**src/rtl/btb_update_ctrl.sv**
```systemverilog
// btb_update_ctrl: serialises taken-branch updates from writeback into the
// single BTB write port and sequences invalidate-all sweeps after reset/flush.
// Optional build macro BTB_UPD_STATS_EN adds saturating install/drop counters.
module btb_update_ctrl #(
    parameter  int DEPTH = 4,
    parameter  int LINES = 8,
    localparam int IDX_W = $clog2(LINES)
) (
    input  logic             clk,
    input  logic             reset,
    input  logic             upd_valid,
    input  logic             upd_taken,
    input  logic [15:0]      upd_pc,
    input  logic [15:0]      upd_target,
    output logic             upd_ready,
    input  logic             flush,
    output logic             btb_we,
    output logic             btb_inval,
    output logic [IDX_W-1:0] btb_index,
    output logic [15:0]      btb_pc,
    output logic [15:0]      btb_target,
    input  logic             btb_ack,
    output logic             busy
`ifdef BTB_UPD_STATS_EN
    ,
    output logic [15:0]      installs_cnt,
    output logic [15:0]      drops_cnt
`endif
);

    localparam int PTR_W = $clog2(DEPTH);

    typedef enum logic [1:0] {
        ST_SWEEP,
        ST_IDLE,
        ST_ISSUE
    } state_t;

    state_t           r_state, w_state_nxt;
    logic [IDX_W-1:0] r_sweep_ptr, w_sweep_nxt;
    logic             r_btb_we, w_we_nxt;
    logic             r_btb_inval, w_inval_nxt;
    logic [IDX_W-1:0] r_btb_index, w_index_nxt;
    logic [15:0]      r_btb_pc, w_pc_nxt;
    logic [15:0]      r_btb_target, w_tgt_nxt;

    // FIFO: entry = {pc, target}; pointers carry an extra wrap bit
    logic [31:0]      r_mem [DEPTH];
    logic [PTR_W:0]   r_wr_ptr, r_rd_ptr;
    logic [PTR_W:0]   w_rd_ptr_inc;
    logic             w_empty, w_full, w_push, w_pop, w_more;
    logic [31:0]      w_head, w_next_head;

    assign w_empty      = (r_wr_ptr == r_rd_ptr);
    assign w_full       = (r_wr_ptr[PTR_W-1:0] == r_rd_ptr[PTR_W-1:0]) &&
                          (r_wr_ptr[PTR_W] != r_rd_ptr[PTR_W]);
    assign upd_ready    = (r_state != ST_SWEEP) && !w_full && !flush;
    assign w_push       = upd_valid && upd_ready && upd_taken;
    assign w_pop        = (r_state == ST_ISSUE) && btb_ack && !flush;
    assign w_rd_ptr_inc = r_rd_ptr + 1'b1;
    assign w_head       = r_mem[r_rd_ptr[PTR_W-1:0]];
    // An entry written this very cycle is not yet in r_mem, so forward it
    assign w_next_head  = (w_rd_ptr_inc == r_wr_ptr) ? {upd_pc, upd_target}
                                                     : r_mem[w_rd_ptr_inc[PTR_W-1:0]];
    assign w_more       = (w_rd_ptr_inc != r_wr_ptr) || w_push;

    // Update storage: written on accepted taken branches only
    // NOTE: storage array is not reset; the pointers alone define which entries are live.
    always_ff @(posedge clk) begin
        if (w_push) begin
            r_mem[r_wr_ptr[PTR_W-1:0]] <= {upd_pc, upd_target};
        end
    end

    // FIFO pointers: cleared on reset or flush, otherwise advance on push/pop
    // NOTE: sequential state uses non-blocking assignments so every register samples pre-edge values.
    always_ff @(posedge clk) begin
        if (reset || flush) begin
            r_wr_ptr <= '0;
            r_rd_ptr <= '0;
        end else begin
            if (w_push) r_wr_ptr <= r_wr_ptr + 1'b1;
            if (w_pop)  r_rd_ptr <= w_rd_ptr_inc;
        end
    end

    // FSM next-state and registered BTB request decode; flush overrides all
    // NOTE: every signal gets a default first so no latch is inferred.
    always_comb begin
        w_state_nxt = r_state;
        w_sweep_nxt = r_sweep_ptr;
        w_we_nxt    = r_btb_we;
        w_inval_nxt = r_btb_inval;
        w_index_nxt = r_btb_index;
        w_pc_nxt    = r_btb_pc;
        w_tgt_nxt   = r_btb_target;
        if (flush) begin
            w_state_nxt = ST_SWEEP;
            w_sweep_nxt = '0;
            w_we_nxt    = 1'b0;
            w_inval_nxt = 1'b1;
            w_index_nxt = '0;
        end else begin
            case (r_state)
                ST_SWEEP: begin
                    if (btb_ack) begin
                        if (r_sweep_ptr == IDX_W'(LINES - 1)) begin
                            w_state_nxt = ST_IDLE;
                            w_sweep_nxt = '0;
                            w_inval_nxt = 1'b0;
                        end else begin
                            w_sweep_nxt = r_sweep_ptr + 1'b1;
                            w_index_nxt = r_sweep_ptr + 1'b1;
                        end
                    end
                end
                ST_IDLE: begin
                    if (!w_empty) begin
                        w_state_nxt = ST_ISSUE;
                        w_we_nxt    = 1'b1;
                        w_pc_nxt    = w_head[31:16];
                        w_tgt_nxt   = w_head[15:0];
                        w_index_nxt = w_head[IDX_W+16:17];
                    end
                end
                ST_ISSUE: begin
                    if (btb_ack) begin
                        if (w_more) begin
                            w_pc_nxt    = w_next_head[31:16];
                            w_tgt_nxt   = w_next_head[15:0];
                            w_index_nxt = w_next_head[IDX_W+16:17];
                        end else begin
                            w_state_nxt = ST_IDLE;
                            w_we_nxt    = 1'b0;
                        end
                    end
                end
                default: begin
                    w_state_nxt = ST_SWEEP;
                    w_sweep_nxt = '0;
                    w_we_nxt    = 1'b0;
                    w_inval_nxt = 1'b1;
                    w_index_nxt = '0;
                end
            endcase
        end
    end

    // State and BTB request registers
    always_ff @(posedge clk) begin
        if (reset) begin
            r_state      <= ST_SWEEP;
            r_sweep_ptr  <= '0;
            r_btb_we     <= 1'b0;
            r_btb_inval  <= 1'b1;
            r_btb_index  <= '0;
            r_btb_pc     <= '0;
            r_btb_target <= '0;
        end else begin
            r_state      <= w_state_nxt;
            r_sweep_ptr  <= w_sweep_nxt;
            r_btb_we     <= w_we_nxt;
            r_btb_inval  <= w_inval_nxt;
            r_btb_index  <= w_index_nxt;
            r_btb_pc     <= w_pc_nxt;
            r_btb_target <= w_tgt_nxt;
        end
    end

    assign btb_we     = r_btb_we;
    assign btb_inval  = r_btb_inval;
    assign btb_index  = r_btb_index;
    assign btb_pc     = r_btb_pc;
    assign btb_target = r_btb_target;
    assign busy       = (r_state == ST_SWEEP) || !w_empty;

`ifdef BTB_UPD_STATS_EN
    logic [15:0] r_installs_cnt, r_drops_cnt;

    // Saturating statistics: completed installs and refused taken updates
    always_ff @(posedge clk) begin
        if (reset) begin
            r_installs_cnt <= '0;
            r_drops_cnt    <= '0;
        end else begin
            if (r_btb_we && btb_ack && (r_installs_cnt != 16'hFFFF))
                r_installs_cnt <= r_installs_cnt + 1'b1;
            if (upd_valid && upd_taken && !upd_ready && (r_drops_cnt != 16'hFFFF))
                r_drops_cnt <= r_drops_cnt + 1'b1;
        end
    end

    assign installs_cnt = r_installs_cnt;
    assign drops_cnt    = r_drops_cnt;
`endif

endmodule
```
**config.mk**
```make
export PLATFORM = sky130hd
export DESIGN_NAME = btb_update_ctrl
export DESIGN_NICKNAME = d
export VERILOG_FILES = /design/src/rtl/btb_update_ctrl.sv
export SDC_FILE = /design/constraint.sdc
export NUM_CORES = 1
export LEC_CHECK = 0
export ABC_AREA = 1
export CORE_MARGIN = 5
export CORE_UTILIZATION = 40
export DETAILED_ROUTE_END_ITERATION = 8
export DONT_BUFFER_PORTS = 1
export PLACE_DENSITY = 0.54
export SLEW_MARGIN = 15
export SYNTH_ARGS = -nofsm -noshare
export SYNTH_HDL_FRONTEND = slang
export SYNTH_SLANG_ARGS = --single-unit
```
**constraint.sdc**
```tcl
create_clock -name clk -period 3.97 [get_ports clk]
set_input_delay 1.191 -clock clk [delete_from_list [all_inputs] [get_ports clk]]
set_output_delay 1.191 -clock clk [all_outputs]
set_load 0.05 [all_outputs]
```
# Word level (Yosys, flattened, before mapping)
# Memory sizes are Yosys's and may differ from the RTL's. A register that Yosys moved wholly into a read port is not among the register bits.
# Cells that the tools add are included.
# W data, S select, Z words.
dict set report totals {
  reg_bits 48
  latchBits 0
  ram_bits 128
  romBits 0
  inputBits 38
  word_cells 90
  memories 1
}
dict set report classes {
  n_addsub 3
  multipliers 0
  n_div 0
  n_lt_le_gt_ge 0
  n_eq_ne 15
  n_shift 0
  mux 35
  bitwise 3
  n_reduce_logical 24
}
# memory depth word_bits rd rd_ports_with_merged_regs wr line
set mem_list {}
lappend mem_list {r_mem 4 32 2 1 1 48} ;# logic [31:0] r_mem [DEPTH];
# cell n
set ops {}
lappend ops {{$mux W16} 6}
lappend ops {{$pmux W16 S2} 2}
lappend ops {{$mux W32} 1}
lappend ops {{$mux W3} 7}
lappend ops {{$reduce_and A5 Y1} 3}
lappend ops {{$mux W2} 7}
lappend ops {{$ne A2 B2 Y1 const B} 7}
lappend ops {{$add A3 B1 Y3 const B} 3}
lappend ops {{$pmux W3 S3} 1}
lappend ops {{$logic_and A1 B1 Y1} 7}
lappend ops {{$mux W1} 7}
lappend ops {{$eq A3 B3 Y1} 2}
lappend ops {{$pmux W2 S3} 1}
lappend ops {{$pmux W3 S2} 1}
lappend ops {{$reduce_and A4 Y1} 1}
lappend ops {{$reduce_bool A2 Y1} 2}
lappend ops {{$reduce_or A2 Y1} 2}
lappend ops {{$eq A3 B3 Y1 const B} 1}
lappend ops {{$logic_not A1 Y1} 3}
lappend ops {{$logic_or A1 B1 Y1} 3}
lappend ops {{$ne A3 B3 Y1} 1}
lappend ops {{$not A1 Y1} 3}
lappend ops {{$pmux W1 S3} 1}
lappend ops {{$reduce_and A3 Y1} 1}
lappend ops {{7 further kinds} 7}

# Logic depth before layout (Yosys ltp)
# Gate-level depths: netlist of the first run.
dict set report logic_depth {
  depth_word 11
  ltp_mapped 13
  ltp_nobuf 13
}

# Worst setup path after synthesis of the first run
# No wires, ideal clock.
dict set report synth_timing {
  path_kind {input-to-reg}
  startpoint {in flush}
  endpoint {mem r_mem[3][0], enable pin}
  setup_time_ns 0.424
  arrival_ns 2.971
  required_time_ns 3.546
  path_slack_ns 0.575
  path_stages 3
  cell_sequence {nor2_1 -> nand3_4 -> nor2_1}
}
dict set report synth_via {
  elab_chain_cells 6
}
# item line
set synth_rtl {}
lappend synth_rtl {{start, declared} 16} ;# input logic flush,
lappend synth_rtl {{$logic_not A1 Y1} 57} ;# assign upd_ready = (r_state != ST_SWEEP) && !w_full && !flush;
lappend synth_rtl {{$logic_and A1 B1 Y1} 57}
lappend synth_rtl {{$logic_and A1 B1 Y1 (2 in series)} 58} ;# assign w_push = upd_valid && upd_ready && upd_taken;
lappend synth_rtl {{$mux W1} 70} ;# if (w_push) begin
lappend synth_rtl {{$mux W1 (not written as such)} 71} ;# r_mem[r_wr_ptr[PTR_W-1:0]] <= {upd_pc, upd_target};
lappend synth_rtl {{end, declared} 48}
# No other way between the ends.

# Final worst setup path of the first run
dict set report layout_timing {
  startpoint {reg r_state[0]}
  endpoint {out upd_ready}
}
dict set report layout_via {
  elab_chain_cells 3
}
# item line
set layout_rtl {}
lappend layout_rtl {{start, declared} 39} ;# state_t r_state, w_state_nxt;
lappend layout_rtl {{start signal, assigned} 160} ;# r_state <= w_state_nxt;
lappend layout_rtl {{$reduce_bool A2 Y1} 57}
lappend layout_rtl {{$logic_and A1 B1 Y1 (2 in series)} 57}
lappend layout_rtl {{end, declared} 15} ;# output logic upd_ready,
# No other way between the ends.

==> flow_summary.toml, run 1 <==
[run_status]
outcome = "complete, no violations"

[synthesis]
synth_area_per_cell_sq_um = 8.538
syn-num-nets = 1095
async_reset_ff_share_pct = 0
synth-edff-count = 128
netlist_area_sq_um = 8931
postSynthCellCount = 1046
synth_cell_types = 33
ys_ff_latch = 178
seq_area_frac_synth_pct = 54.24
synth_ff_type = "edfxtp_1"
yosysWarnings = 0

[power_and_ir_drop]
ir_worst_vdd_v = 0.0002347
power_uw = 3634
p_per_area_nw_per_um2 = 373.9
p_leak_uw = 0.003711

[critical_path]
r2r-end = "btb_pc[2]"
reg2reg_slack_ns = 1.42
crit_path_end = "upd_ready"
reg2reg_from = "r_state[0]"
cp_max_fo = 7
start_kind = "flip-flop"
arrival_ns = 1.88
crit_type = "reg2out"
reg2regPathDepth = 8
cp.required_ns = 2.78
startpoint = "r_state[0]"
cp-end-kind = "output port"

[placement]
hpwlAfterDp_mm = 12.78
io_buffers = 0
dp.cells = 1280
place_congestion = 0.7807

[sta]
fin_crit_sh_pct = 77.28
hold_viol_final = 0
drv_slew = 0
finalSetupTns_ns = 0
period_minus_slack_ns = 3.068
finalClockSkew_ns = 0.01455
rsz0062_at_grt = "false"
finalSetupViolations = 0
max_freq_mhz = 325.9
worst_pin_slew_ns = 0.9948
slew_headroom_pct = 33.61

[clock_tree]
hold_buffers = 0
cts_setup_buffers = 0
insertion_delay_ns = 0.43
clkTransAtPathRegs_ns = 0.08
cts_tree = "built"
cts_made_buffers = 17
cts_root_buffer = "clkbuf_16"
cts_resized = 0
cts_num_sinks = 178
htree_levels = 4
cts_buffer_depth = 2

[grt]
track_usage_pct = 18.42
grt_overflow = 0
antenna_found_initial = 0
grt_pass1_vias = 6706
grt_pass1_wl_mm = 37.27
grt_max_degree = 66

[cells_and_area]
syn_to_final_growth_pct = 8.826
antenna_cells = 0
nNetsFinal = 1068
fin_cells = 1312
drive_gt1_share_pct = 7.171

[floorplanning]
die_area_sq_um = 25420
fp.dieW_um = 159.4
fp.dieH_um = 159.4
core_area_sq_um = 21890
io_pins = 77
start_util_pct = 40.80
rows = 54

[drt]
vias = 6926
first_pass_iters = 4
ant_nets = 0
post_drt_wl_per_cell_um = 17.84
drcViolationCount = 0
drt_iter0_markers = 455
viasPerCell = 5.279
wirelength_mm = 23.41

[flow_run]
maxCapViolations = 0

[hold_path]
hold_path.class = "reg2reg"
## cells by family after synthesis
group	share of synthesized area, %
and+or+nand+nor	23.31
AOI/OAI and AO/OA	14.28
DFF	54.24
buffers and inverters	6.430
adders and majority gates	1.541
xor gates and xnor gates	0.1962
## routing by layer
metal  vias to the layer above  global-route usage [%]  share of wire [%]
li1                       3465                       -                  -
met1                      3250                   23.04                 44
met2                       176                   30.91                 48
met3                        35                   5.048                6.4
met4                         0                   6.126                2.0
met5                         -                       0                  0
## how the worst min path moves through the flow
| stage | slack, ns | cells past startpoint | end | startpoint |
|---|---|---|---|---|
| floorplan | 0.46 | 2 | r_sweep_ptr[1] | r_sweep_ptr[1] |
| global placement | 0.48 | 2 | r_sweep_ptr[1] | r_sweep_ptr[1] |
| detailed placement | 0.49 | 2 | r_sweep_ptr[1] | r_sweep_ptr[1] |
| CTS | 0.51 | 2 | r_sweep_ptr[2] | r_sweep_ptr[2] |
| global route | 0.53 | 2 | r_sweep_ptr[2] | r_sweep_ptr[2] |
| finish | 0.51 | 2 | r_sweep_ptr[2] | r_sweep_ptr[2] |
## flip-flops by register name, summed over array words and instances (netlist names), named ones only
name,cells
btb_index,3
btb_inval,1
btb_pc,16
btb_target,16
btb_we,1
r_mem,128
r_rd_ptr,3
r_state,2
r_sweep_ptr,3
r_wr_ptr,3
## worst max-delay path: stages (launching register included)
cell	delay [ns]
dfxtp_1	0.37
inv_1	0.09
ha_1	0.28
nor2_1	0.26
nand2_1	0.10
inv_1	0.33
## power breakdown
group          internal [uW]  total [uW]  switching (uW)  leakage (uW)
sequential              1990        1990            4.05       0.00155
combinational           6.09        23.9            17.8       0.00188
clock                    832        1620             786      0.000273
## cells in the mapped netlist (all sizes together) (29+ instances only)
cell type,n,share of area (%)
nor2,242,10
or2,29,2.0
o21ai,137,7.7
buf,29,2.0
nand3,48,3.1
dfxtp,50,11
clkbuf,33,1.4
nand2,175,7.5
edfxtp,128,43
inv,70,2.9
o211ai,29,2.9
o22ai,29,2.0
## final cells by class
class / count / area, sq um
Sequential cell: 178 / 4847
Inverter: 72 / 270.3
Timing Repair Buffer: 16 / 145.1
Fill cell: 2124 / 12170
Clock buffer: 17 / 425.4
Multi-Input combinational cell: 734 / 3542
Tap cell: 280 / 350.3
Clock inverter: 15 / 138.9
## layout by cell type, fill, tap and decap left out, drive strengths merged
master and instances:
clkinvlp 2, buf 16, xnor2 1, nand4 4, edfxtp 128, nor3 3, inv 79, or2 29
a211oi 2, clkbuf 17, dfxtp 50, ha 11, a21oi 16, o211ai 29, a311oi 1, xor2 1
nand2 175, nor2 242, a21boi 3, o21ai 137, clkinv 6, a31oi 3, nand3 48, o22ai 29
## metrics by stage
stage | utilization, % | cell area, sq um | worst slack (ns) | hold WS, ns
after floorplan | - | 8931 | 0.5755 | 0.4612
after global placement | 41.82 | 9155 | 0.9536 | 0.4829
after detailed placement | 41.82 | 9155 | 0.9463 | 0.4897
after CTS | 44.40 | 9719 | 0.8821 | 0.5064
after global routing | 44.40 | 9719 | 0.8055 | 0.5304
final | 44.40 | 9719 | 0.9018 | 0.5070
(Power assumes the default switching activity.)
==> run 2: changes to the inputs <==
- clock period: 3.97 -> 2.9 ns (I/O delays scaled with it)
==> flow_summary.toml, run 2 (synthesized netlist as in run 1, its figures left out) <==
[run_status]
outcome = "complete, no violations"

[cells_and_area]
mostFrequentLayoutCell = "nor2_1"
drive_gt1_share_pct = 8.317
largest_reg_flops = 128
fin_util_pct = 45.35
layout_common_cells = "nor2_1 (237), nand2_1 (173), o21ai_0 (135)"
multiInputGateArea_sq_um = 3542
nNetsFinal = 1082
syn_to_final_growth_pct = 11.15
n_fill_cell = 2152
seqCellArea_sq_um = 4847

[sta]
whs_ns = 0.5032
worst_pin_slew_ns = 0.7302
max_freq_mhz = 377.3
rsz0062_at_grt = "false"
slew_headroom_pct = 51.32
hold_viol_final = 0
fin_crit_sh_pct = 91.38
finalClockSkew_ns = 0.007976
drv_slew = 0
period_minus_slack_ns = 2.650
finalSetupViolations = 0

[drt]
first_pass_iters = 5
post_drt_wl_per_cell_um = 17.37
drt_iter0_markers = 475
drcViolationCount = 0
viasPerCell = 5.248
ant_nets = 0
vias = 6964
wirelength_mm = 23.06

[power_and_ir_drop]
ir_worst_vdd_v = 0.0002779
power_frac_comb_pct = 0.7
p_seq_share_pct = 52.6
power_uw = 5189
p_per_area_nw_per_um2 = 522.7
clock_power_share_pct = 46.7
swShare_pct = 19.89
switchingPower_uw = 1032
p_leak_uw = 0.003823
intPower_uw = 4157

[clock_tree]
clkTransAtPathRegs_ns = 0.07
cts_buffer_depth = 2
cts_made_buffers = 17
cts_setup_buffers = 0
cts_resized = 0
cts_root_buffer = "clkbuf_16"
insertion_delay_ns = 0.42
cts_tree = "built"
hold_buffers = 0
htree_levels = 4
cts_num_sinks = 178

[floorplanning]
fp.dieH_um = 159.4
rows = 54
fp.dieW_um = 159.4
io_pins = 77
die_area_sq_um = 25420
core_area_sq_um = 21890
start_util_pct = 40.80

[critical_path]
start_kind = "flip-flop"
cp_max_fo = 8
cpMaxStageDelayCell = "dfxtp_1"
cp.required_ns = 2.03
critPathTopFamily = "buffers and inverters"
cpMostUsedCell = "inv_1"
critical_path_buf_inv_count = 3
arrival_ns = 1.78
path_cells = "inv_1 -> ha_1 -> inv_1 -> nand4_1 -> buf_4"
cp-end-kind = "output port"
slowest_delay_ns = 0.38
crit_type = "reg2out"

[grt]
track_usage_pct = 18.21
grt_overflow = 0
grt_pass1_wl_mm = 36.86
grt_pass1_vias = 6863
antenna_found_initial = 0
grt_max_degree = 66

[hold_path]
hold_path.class = "reg2reg"

[flow_run]
maxCapViolations = 0

[placement]
place_congestion = 0.7888
io_buffers = 0
hpwlAfterDp_mm = 13.92
[run 2: metal layers]
layer / share of wire [%] / vias to the layer above / track usage (%)
met5: 0 / - / 0
met4: 1.2 / 0 / 5.506
met3: 6.0 / 22 / 4.582
met2: 47 / 179 / 29.74
met1: 46 / 3285 / 23.98
li1: - / 3478 / -
[run 2: metrics by stage]
step / instances / setup TNS, ns / instance area, sq um / worst slack, ns
after floorplan: 1046 / -12.17 / 8934 / -0.1267
after global placement: 1294 / 0 / 9298 / 0.5932
after detailed placement: 1294 / 0 / 9298 / 0.5481
after CTS: 1326 / 0 / 9925 / 0.2074
after global routing: 1326 / 0 / 9925 / 0.1128
final: 1327 / 0 / 9927 / 0.2499
[run 2: power groups by stage]
| stage | clock network (uW) | logic [uW] | registers (uW) |
|---|---|---|---|
| floorplan | 0 | 23.4 | 2780 |
| global placement | 0 | 36.7 | 2780 |
| detailed placement | 0 | 36.4 | 2780 |
| CTS | 2480 | 36.5 | 2730 |
| global route | 2590 | 41.1 | 2730 |
| finish | 2430 | 36.0 | 2730 |
[run 2: area by class of cell]
cell class | count | area share, %
Timing Repair Buffer | 30 | 2.899
Tap cell | 280 | 3.529
Multi-Input combinational cell | 734 | 35.68
Clock inverter | 13 | 1.739
Sequential cell | 178 | 48.83
Clock buffer | 19 | 4.575
Antenna cell | 1 | 0.02521
Inverter | 72 | 2.722
[run 2: path summary, 6_finish.rpt]
| kind | endpoint | slack (ns) | start | cells after the start |
|---|---|---|---|---|
| min | r_sweep_ptr[2] | 0.50 | r_sweep_ptr[2] | 2 |
| min reg2reg | r_sweep_ptr[2] | 0.50 | r_sweep_ptr[2] | 2 |
| max | busy | 0.25 | r_state[1] | 5 |
| max reg2reg | btb_target[8] | 0.57 | r_rd_ptr[1] | 13 |
[run 2: tightest hold or removal path, delay by kind of cell, from the launching register on]
kind | cells | cell delay, ns
compound gates | 1 | 0.05
flops | 1 | 0.31
simple gates | 1 | 0.10
